### src/rtl/effect_sample_bridge_if.sv
// effect_sample_bridge_if
// Bundles the Avalon-MM slave port and the two sample streams of the bridge.
// "master" is the HPS / effect-core side; "slave" is the bridge itself.
interface effect_sample_bridge_if #(
    parameter int DATA_W = 32,
    parameter int ADDR_W = 4
);
    logic [ADDR_W-1:0] avs_s0_address;
    logic              avs_s0_write;
    logic [DATA_W-1:0] avs_s0_writedata;
    logic              avs_s0_read;
    logic [DATA_W-1:0] avs_s0_readdata;

    logic [DATA_W-1:0] src_data;
    logic              src_valid;
    logic              src_ready;

    logic [DATA_W-1:0] snk_data;
    logic              snk_valid;
    logic              snk_ready;

    modport master (
        output avs_s0_address, avs_s0_write, avs_s0_writedata, avs_s0_read,
        input  avs_s0_readdata,
        input  src_data, src_valid,
        output src_ready,
        output snk_data, snk_valid,
        input  snk_ready
    );

    modport slave (
        input  avs_s0_address, avs_s0_write, avs_s0_writedata, avs_s0_read,
        output avs_s0_readdata,
        output src_data, src_valid,
        input  src_ready,
        input  snk_data, snk_valid,
        output snk_ready
    );
endinterface

### src/rtl/effect_sample_bridge.sv
// effect_sample_bridge
// Avalon-MM register bridge between the HPS and the guitar effect core.
// TX FIFO (index 0) carries HPS samples out on the src stream; RX FIFO
// (index 1) collects processed samples from the snk stream for the HPS.
// Optional feature macro: EFFECT_BRIDGE_IRQ_EN adds the IRQ_THRESH register
// (word 0x4) and a level/error interrupt on ins_irq; without it ins_irq is 0.
module effect_sample_bridge #(
    parameter int DATA_W = 32,
    parameter int DEPTH  = 16,
    parameter int ADDR_W = 4
) (
    input  logic                  csi_clk,
    input  logic                  reset,
    effect_sample_bridge_if.slave bus,
    output logic                  ins_irq
);
    localparam int PTR_W = $clog2(DEPTH);
    localparam int LVL_W = PTR_W + 1;

    localparam logic [ADDR_W-1:0] A_CTRL   = ADDR_W'(0);
    localparam logic [ADDR_W-1:0] A_STATUS = ADDR_W'(1);
    localparam logic [ADDR_W-1:0] A_TXDATA = ADDR_W'(2);
    localparam logic [ADDR_W-1:0] A_RXDATA = ADDR_W'(3);
`ifdef EFFECT_BRIDGE_IRQ_EN
    localparam logic [ADDR_W-1:0] A_THRESH = ADDR_W'(4);
`endif

    localparam int TX = 0;
    localparam int RX = 1;

    logic              enable_reg;
    logic              tx_ovf_reg;
    logic              rx_unf_reg;
    logic [DATA_W-1:0] readdata_reg;

    logic              fifo_push  [2];
    logic              fifo_pop   [2];
    logic              fifo_empty [2];
    logic              fifo_full  [2];
    logic [DATA_W-1:0] fifo_din   [2];
    logic [DATA_W-1:0] fifo_head  [2];
    logic [LVL_W-1:0]  fifo_level [2];

    logic ctrl_wr, status_wr, flush;
    logic tx_wr_req, rx_rd_req;
    logic tx_ovf_evt, rx_unf_evt;
    logic [DATA_W-1:0] status_word;
    logic [DATA_W-1:0] rd_mux;

    // Register decode of the single Avalon access in this cycle
    assign ctrl_wr   = bus.avs_s0_write && (bus.avs_s0_address == A_CTRL);
    assign status_wr = bus.avs_s0_write && (bus.avs_s0_address == A_STATUS);
    assign tx_wr_req = bus.avs_s0_write && (bus.avs_s0_address == A_TXDATA);
    assign rx_rd_req = bus.avs_s0_read  && (bus.avs_s0_address == A_RXDATA);
    assign flush     = ctrl_wr && bus.avs_s0_writedata[1];

    // Stream handshakes; the flush cycle discards every push and pop
    assign bus.src_valid = enable_reg && !fifo_empty[TX];
    assign bus.src_data  = fifo_head[TX];
    assign bus.snk_ready = enable_reg && !fifo_full[RX];

    assign fifo_pop[TX]  = bus.src_valid && bus.src_ready && !flush;
    // A full TX FIFO still takes a write when the head leaves in the same cycle
    assign fifo_push[TX] = tx_wr_req && (!fifo_full[TX] || fifo_pop[TX]) && !flush;
    assign fifo_din[TX]  = bus.avs_s0_writedata;
    assign tx_ovf_evt    = tx_wr_req && fifo_full[TX] && !fifo_pop[TX];

    assign fifo_push[RX] = bus.snk_valid && bus.snk_ready && !flush;
    assign fifo_pop[RX]  = rx_rd_req && !fifo_empty[RX] && !flush;
    assign fifo_din[RX]  = bus.snk_data;
    assign rx_unf_evt    = rx_rd_req && fifo_empty[RX];

    for (genvar gi = 0; gi < 2; gi++) begin : g_fifo
        logic [DATA_W-1:0] mem [DEPTH];
        logic [LVL_W-1:0]  wr_ptr_reg;
        logic [LVL_W-1:0]  rd_ptr_reg;

        // Storage write; entries orphaned by reset or flush are never read
        always_ff @(posedge csi_clk) begin
            if (fifo_push[gi]) begin
                mem[wr_ptr_reg[PTR_W-1:0]] <= fifo_din[gi];
            end
        end

        // Pointers carry one wrap bit so full and empty are distinguishable
        always_ff @(posedge csi_clk) begin
            if (reset || flush) begin
                wr_ptr_reg <= '0;
                rd_ptr_reg <= '0;
            end else begin
                if (fifo_push[gi]) wr_ptr_reg <= wr_ptr_reg + LVL_W'(1);
                if (fifo_pop[gi])  rd_ptr_reg <= rd_ptr_reg + LVL_W'(1);
            end
        end

        assign fifo_level[gi] = wr_ptr_reg - rd_ptr_reg;
        assign fifo_empty[gi] = (wr_ptr_reg == rd_ptr_reg);
        assign fifo_full[gi]  = (fifo_level[gi] == LVL_W'(DEPTH));
        assign fifo_head[gi]  = mem[rd_ptr_reg[PTR_W-1:0]];
    end

    assign status_word = DATA_W'({rx_unf_reg, tx_ovf_reg, fifo_empty[RX], fifo_full[TX],
                                  8'(fifo_level[RX]), 8'(fifo_level[TX])});

    // ENABLE follows every CTRL write, including the one carrying FLUSH
    always_ff @(posedge csi_clk) begin
        if (reset) begin
            enable_reg <= 1'b0;
        end else if (ctrl_wr) begin
            enable_reg <= bus.avs_s0_writedata[0];
        end
    end

    // Sticky error flags: set on the event, write-1-to-clear, wiped by flush
    always_ff @(posedge csi_clk) begin
        if (reset || flush) begin
            tx_ovf_reg <= 1'b0;
            rx_unf_reg <= 1'b0;
        end else begin
            if (tx_ovf_evt) begin
                tx_ovf_reg <= 1'b1;
            end else if (status_wr && bus.avs_s0_writedata[18]) begin
                tx_ovf_reg <= 1'b0;
            end
            if (rx_unf_evt) begin
                rx_unf_reg <= 1'b1;
            end else if (status_wr && bus.avs_s0_writedata[19]) begin
                rx_unf_reg <= 1'b0;
            end
        end
    end

`ifdef EFFECT_BRIDGE_IRQ_EN
    logic [7:0] irq_thresh_reg;
    logic       irq_reg;

    // RX level threshold; zero disables the level part of the interrupt
    always_ff @(posedge csi_clk) begin
        if (reset) begin
            irq_thresh_reg <= 8'd0;
        end else if (bus.avs_s0_write && (bus.avs_s0_address == A_THRESH)) begin
            irq_thresh_reg <= bus.avs_s0_writedata[7:0];
        end
    end

    // Registered interrupt: RX level at threshold, or any sticky error flag
    always_ff @(posedge csi_clk) begin
        if (reset) begin
            irq_reg <= 1'b0;
        end else begin
            irq_reg <= ((irq_thresh_reg != 8'd0) && (8'(fifo_level[RX]) >= irq_thresh_reg))
                       || tx_ovf_reg || rx_unf_reg;
        end
    end

    assign ins_irq = irq_reg;
`else
    assign ins_irq = 1'b0;
`endif

    // Read mux; RX_DATA on an empty FIFO returns 0
    always_comb begin
        rd_mux = '0;
        case (bus.avs_s0_address)
            A_CTRL:   rd_mux = DATA_W'(enable_reg);
            A_STATUS: rd_mux = status_word;
            A_RXDATA: rd_mux = fifo_empty[RX] ? '0 : fifo_head[RX];
`ifdef EFFECT_BRIDGE_IRQ_EN
            A_THRESH: rd_mux = DATA_W'(irq_thresh_reg);
`endif
            default:  rd_mux = '0;
        endcase
    end

    // Read data is captured once per read and held until the next read
    always_ff @(posedge csi_clk) begin
        if (reset) begin
            readdata_reg <= '0;
        end else if (bus.avs_s0_read) begin
            readdata_reg <= rd_mux;
        end
    end

    assign bus.avs_s0_readdata = readdata_reg;

    // writedata bits with no register behind them
    logic unused_wd;
    assign unused_wd = ^bus.avs_s0_writedata;
endmodule

### src/flat_wrapper.sv
// flat-port wrapper written by rule: the top's interface ports become plain ports
module effect_sample_bridge_flat 
#(
    parameter int DATA_W = 32,
    parameter int DEPTH  = 16,
    parameter int ADDR_W = 4
)
  (csi_clk, reset, ins_irq, bus_avs_s0_address, bus_avs_s0_write, bus_avs_s0_writedata, bus_avs_s0_read, bus_avs_s0_readdata, bus_src_data, bus_src_valid, bus_src_ready, bus_snk_data, bus_snk_valid, bus_snk_ready);
  effect_sample_bridge_if #(.DATA_W(DATA_W), .ADDR_W(ADDR_W)) bus_i ();
  input  logic csi_clk;
  input  logic reset;
  output logic ins_irq;
  input wire logic [$bits(bus_i.avs_s0_address)-1:0] bus_avs_s0_address;
  input wire logic [$bits(bus_i.avs_s0_write)-1:0] bus_avs_s0_write;
  input wire logic [$bits(bus_i.avs_s0_writedata)-1:0] bus_avs_s0_writedata;
  input wire logic [$bits(bus_i.avs_s0_read)-1:0] bus_avs_s0_read;
  output wire logic [$bits(bus_i.avs_s0_readdata)-1:0] bus_avs_s0_readdata;
  output wire logic [$bits(bus_i.src_data)-1:0] bus_src_data;
  output wire logic [$bits(bus_i.src_valid)-1:0] bus_src_valid;
  input wire logic [$bits(bus_i.src_ready)-1:0] bus_src_ready;
  input wire logic [$bits(bus_i.snk_data)-1:0] bus_snk_data;
  input wire logic [$bits(bus_i.snk_valid)-1:0] bus_snk_valid;
  output wire logic [$bits(bus_i.snk_ready)-1:0] bus_snk_ready;
  assign bus_i.avs_s0_address = bus_avs_s0_address;
  assign bus_i.avs_s0_write = bus_avs_s0_write;
  assign bus_i.avs_s0_writedata = bus_avs_s0_writedata;
  assign bus_i.avs_s0_read = bus_avs_s0_read;
  assign bus_avs_s0_readdata = bus_i.avs_s0_readdata;
  assign bus_src_data = bus_i.src_data;
  assign bus_src_valid = bus_i.src_valid;
  assign bus_i.src_ready = bus_src_ready;
  assign bus_i.snk_data = bus_snk_data;
  assign bus_i.snk_valid = bus_snk_valid;
  assign bus_snk_ready = bus_i.snk_ready;
  effect_sample_bridge #(.DATA_W(DATA_W), .DEPTH(DEPTH), .ADDR_W(ADDR_W)) u_core (.csi_clk(csi_clk), .reset(reset), .bus(bus_i), .ins_irq(ins_irq));
endmodule
### config.mk
export PLATFORM = sky130hd
export DESIGN_NAME = effect_sample_bridge_flat
export DESIGN_NICKNAME = d
export VERILOG_FILES = /design/src/rtl/effect_sample_bridge_if.sv /design/src/rtl/effect_sample_bridge.sv /design/src/flat_wrapper.sv
export SDC_FILE = /design/constraint.sdc
export NUM_CORES = 1
export LEC_CHECK = 0
export CAP_MARGIN = 20
export CORE_MARGIN = 2
export CORE_UTILIZATION = 55
export DETAILED_ROUTE_END_ITERATION = 10
export GPL_TIMING_DRIVEN = 0
export PLACE_DENSITY = 0.73
export SLEW_MARGIN = 10
export SYNTH_ARGS = -nofsm -noshare
export SYNTH_HDL_FRONTEND = slang
export SYNTH_SLANG_ARGS = --single-unit
### constraint.sdc
create_clock -name csi_clk -period 10.3 [get_ports csi_clk]
set_input_delay 2.06 -clock csi_clk [delete_from_list [all_inputs] [get_ports csi_clk]]
set_output_delay 2.06 -clock csi_clk [all_outputs]
set_load 0.01 [all_outputs]
==> impl_metrics.py, run 1 <==
metrics = {
    "cells_and_area": {
        "largest_reg_flops": 1024,
        "mostFrequentLayoutCells": "1024 x edfxtp_1, 306 x mux4_2, 139 x clkdlybuf4s50_1",
        "stdcell_count": 3205,
        "area_growth_pct": 16.5,
        "drive_gt1_share_pct": 26.8,
        "layout_commonest_cell": "edfxtp_1",
        "nets": 2239,
    },
    "placed_design": {
        "dpl_worst_slack_ns": 4.59,
        "dp_hpwl_um": 58900,
        "dp_cells": 3004,
        "numPortBuffers": 139,
        "gp_congestion": 0.855,
    },
    "sta": {
        "finalHoldViolations": 0,
        "slew_headroom_pct": 33.8,
        "fin_crit_sh_pct": 57.3,
        "max_slew.worst_pin.slew_ns": 0.993,
        "fin_ws_ns": 4.40,
        "skew_ns": 0.0167,
        "fmax_mhz": 170,
        "finalSetupTns_ns": 0,
        "min_period_ns": 5.90,
        "slew_viol_final": 0,
        "whs_ns": 0.457,
        "rsz0062_at_grt": "false",
        "setup_viol": 0,
    },
    "pwr": {
        "p_int_mw": 6.95,
        "power.total_mw": 8.64,
        "switchingPower_mw": 1.69,
        "power_frac_seq_pct": 55.9,
        "power_switching_share_pct": 19.6,
        "ir_worst_vdd_uv": 227,
        "clkPwrFrac_pct": 42.8,
        "p_comb_share_pct": 1.3,
        "power.leakage_nw": 15.0,
        "p_per_area_nw_per_um2": 178,
    },
    "worst_setup_path": {
        "max_stage_delay_ns": 0.71,
        "cp_slowest_cell": "clkbuf_1",
        "worstSetupPathType": "reg -> out",
        "critPathArrivalTime_ns": 3.84,
        "reg2regPathDepth": 13,
        "cp_top_family": "buffers and inverters",
        "crit_buf_inv": 3,
        "crit_fanout": 10,
        "crit_required_ns": 8.24,
        "reg2reg_from": "u_core.g_fifo[0].wr_ptr_reg[0]$_SDFFE_PP0P_",
        "cp-start-kind": "flip-flop",
        "r2r-end": "u_core.g_fifo[0].mem[1][21]$_DFFE_PP_",
        "reg2reg_setup_slack_ns": 6.07,
        "crit_path_cell_trace": "clkbuf_1 -> clkbuf_1 -> mux4_2 -> mux4_2 -> clkdlybuf4s50_1",
        "crit_path_end_kind": "primary output",
    },
    "clock_network": {
        "postCtsSetupBuffers": 0,
        "numCtsBuffers": 105,
        "htreeDepth": 3,
        "cts_sinks": 1087,
        "holdBufCountCts": 0,
        "clock_path_buffers": 3,
        "clk_pin_slew_ns": 0.06,
        "root_buffer": "clkbuf_16",
        "post_cts_resize_count": 0,
        "clk_latency_ns": 0.68,
        "cts_tree": "built",
    },
    "die": {
        "die_area_um2": 78000,
        "start_util_pct": 55.8,
        "coreArea_um2": 74700,
        "die_w_um": 279,
        "row_count": 100,
        "io_pins": 141,
        "die_h_um": 279,
    },
    "routing": {
        "ant_nets": 0,
        "dr_total_vias": 20200,
        "vias_per_cell": 6.30,
        "drtIter0Drc": 2191,
        "avgRoutedWirePerCell_um": 29.5,
        "wl_um": 94600,
        "first_pass_iters": 5,
        "drc": 0,
    },
    "synth": {
        "synth_ff_type": "edfxtp_1",
        "synthArstFlopShare_pct": 0,
        "postSynthCellCount": 1852,
        "yosys_warnings": 0,
        "synthesis.nets": 1946,
        "synth.top_cell.area_share_pct": 73.8,
        "ys_seq_area_share_pct": 76.8,
        "synthTopCellsByArea": "edfxtp_1 74%, mux4_2 17%, dfxtp_1 3.0%, ha_1 0.54%, mux2_2 0.51%",
        "synth_top_area_cell": "edfxtp_1",
        "synth_edf_count": 1024,
        "synth_area_um2": 41700,
        "ys_seq_elements": 1087,
        "yosys.cell_types.count": 52,
        "syn_avg_cell_area_um2": 22.5,
    },
    "hold_path": {
        "min-delay-start": "u_core.bus.avs_s0_readdata[21]$_SDFFE_PP0P_",
        "holdPathStages": 2,
        "min_to": "u_core.bus.avs_s0_readdata[21]$_SDFFE_PP0P_",
        "hold_path_class": "reg -> reg",
    },
    "grt": {
        "grt_pass1_vias": 20900,
        "grt_max_degree": 34,
        "overflow": 0,
        "grt_pass1_wl_um": 137000,
        "antenna_found_initial": 8,
        "grt.total_usage_pct": 24.6,
    },
    "run_status": {
        "status": "finished, final reports clean",
    },
    "job": {
        "cap_violations": 0,
    },
}
-- cells by family after synthesis --
| kind of cell | share of synthesized area (%) |
|---|---|
| AOI/OAI and AO/OA | 1.15 |
| DFF | 76.8 |
| buffers and inverters | 1.21 |
| other | 0.00900 |
| muxes | 17.5 |
| xor gates and xnor gates | 0.315 |
| adders and majority gates | 0.637 |
| and+or+nand+nor | 2.36 |
-- synth_stat cells (8+ instances only) --
| cell type | number |
|---|---|
| edfxtp_1 | 1024 |
| mux4_2 | 306 |
| dfxtp_1 | 63 |
| nor2_1 | 44 |
| nand2_1 | 43 |
| clkbuf_1 | 40 |
| buf_2 | 37 |
| inv_1 | 31 |
| a21oi_1 | 25 |
| and3_1 | 25 |
| nor3_1 | 23 |
| o21ai_0 | 22 |
| nor2b_1 | 20 |
| mux2_2 | 19 |
| ha_1 | 18 |
| mux2i_1 | 18 |
| buf_1 | 9 |
| nand4_1 | 8 |
| xnor2_1 | 8 |
-- worst max path at each step --
stage | start | to | cells past startpoint
3_5_place_dp | bus_avs_s0_writedata[1] | u_core.g_fifo[0].mem[1][22]$_DFFE_PP_ | 11
3_3_place_gp | bus_avs_s0_writedata[1] | u_core.g_fifo[0].mem[2][22]$_DFFE_PP_ | 8
5_1_grt | flip-flop | bus_src_data[1] | 5
2_1_floorplan | bus_avs_s0_write | u_core.g_fifo[0].mem[1][0]$_DFFE_PP_ | 8
6_report | flip-flop | bus_src_data[30] | 5
4_1_cts | flip-flop | bus_src_data[29] | 5
-- power by group through the flow --
stage | logic (mW) | registers [mW] | clock network (mW)
after floorplan | 0.0179 | 4.93 | 0
after global placement | 0.0995 | 4.92 | 0
after detailed placement | 0.109 | 4.92 | 0
after CTS | 0.109 | 4.83 | 3.73
after global routing | 0.119 | 4.83 | 3.89
final | 0.110 | 4.83 | 3.70
-- tightest hold or removal path, cell delays in order (launching register included) --
cell and delay, ns:
dfxtp_1 0.33, nand2_1 0.05, o21ai_0 0.05
-- per-layer routing --
| metal | global-route usage (%) | up-vias | wire (µm) |
|---|---|---|---|
| met4 | 8.09 | 10 | 2990 |
| met2 | 42.3 | 907 | 49000 |
| li1 | - | 8371 | - |
| met5 | 0 | - | 69 |
| met3 | 4.45 | 223 | 6910 |
| met1 | 31.9 | 10700 | 35600 |
-- stage by stage --
stage          util, %  instance area, µm²
2_1_floorplan        -               41700
3_3_place_gp      59.3               44300
3_5_place_dp      60.4               45200
4_1_cts           64.9               48500
5_1_grt           64.9               48500
6_report          65.0               48500
-- layout make-up --
class | count | area, µm²
antenna | 5 | 12.5
clock inverter | 58 | 538
buffer | 88 | 384
multi-input combinational | 645 | 9230
fill | 4790 | 26200
timing repair buffer | 186 | 2240
sequential | 1087 | 32000
clock buffer | 135 | 2770
tap | 969 | 1210
inverter | 32 | 120
No activity file was read; power rests on OpenSTA's default activity.
==> run 2: changes to the inputs <==
- clock period: 10.3 -> 5.6 ns (I/O delays scaled with it)
==> results of run 2 <==
Same layout as run 1 (identical final DEF). Status: finished, final reports clean.
Among the figures that moved: setup slack after placement 4.59 ns -> 0.830 ns; setup slack after layout 4.40 ns -> 0.642 ns; register-to-register setup slack 6.07 ns -> 1.37 ns; total power 8.64 mW -> 15.9 mW; worst IR drop on VDD 227 µV -> 418 µV
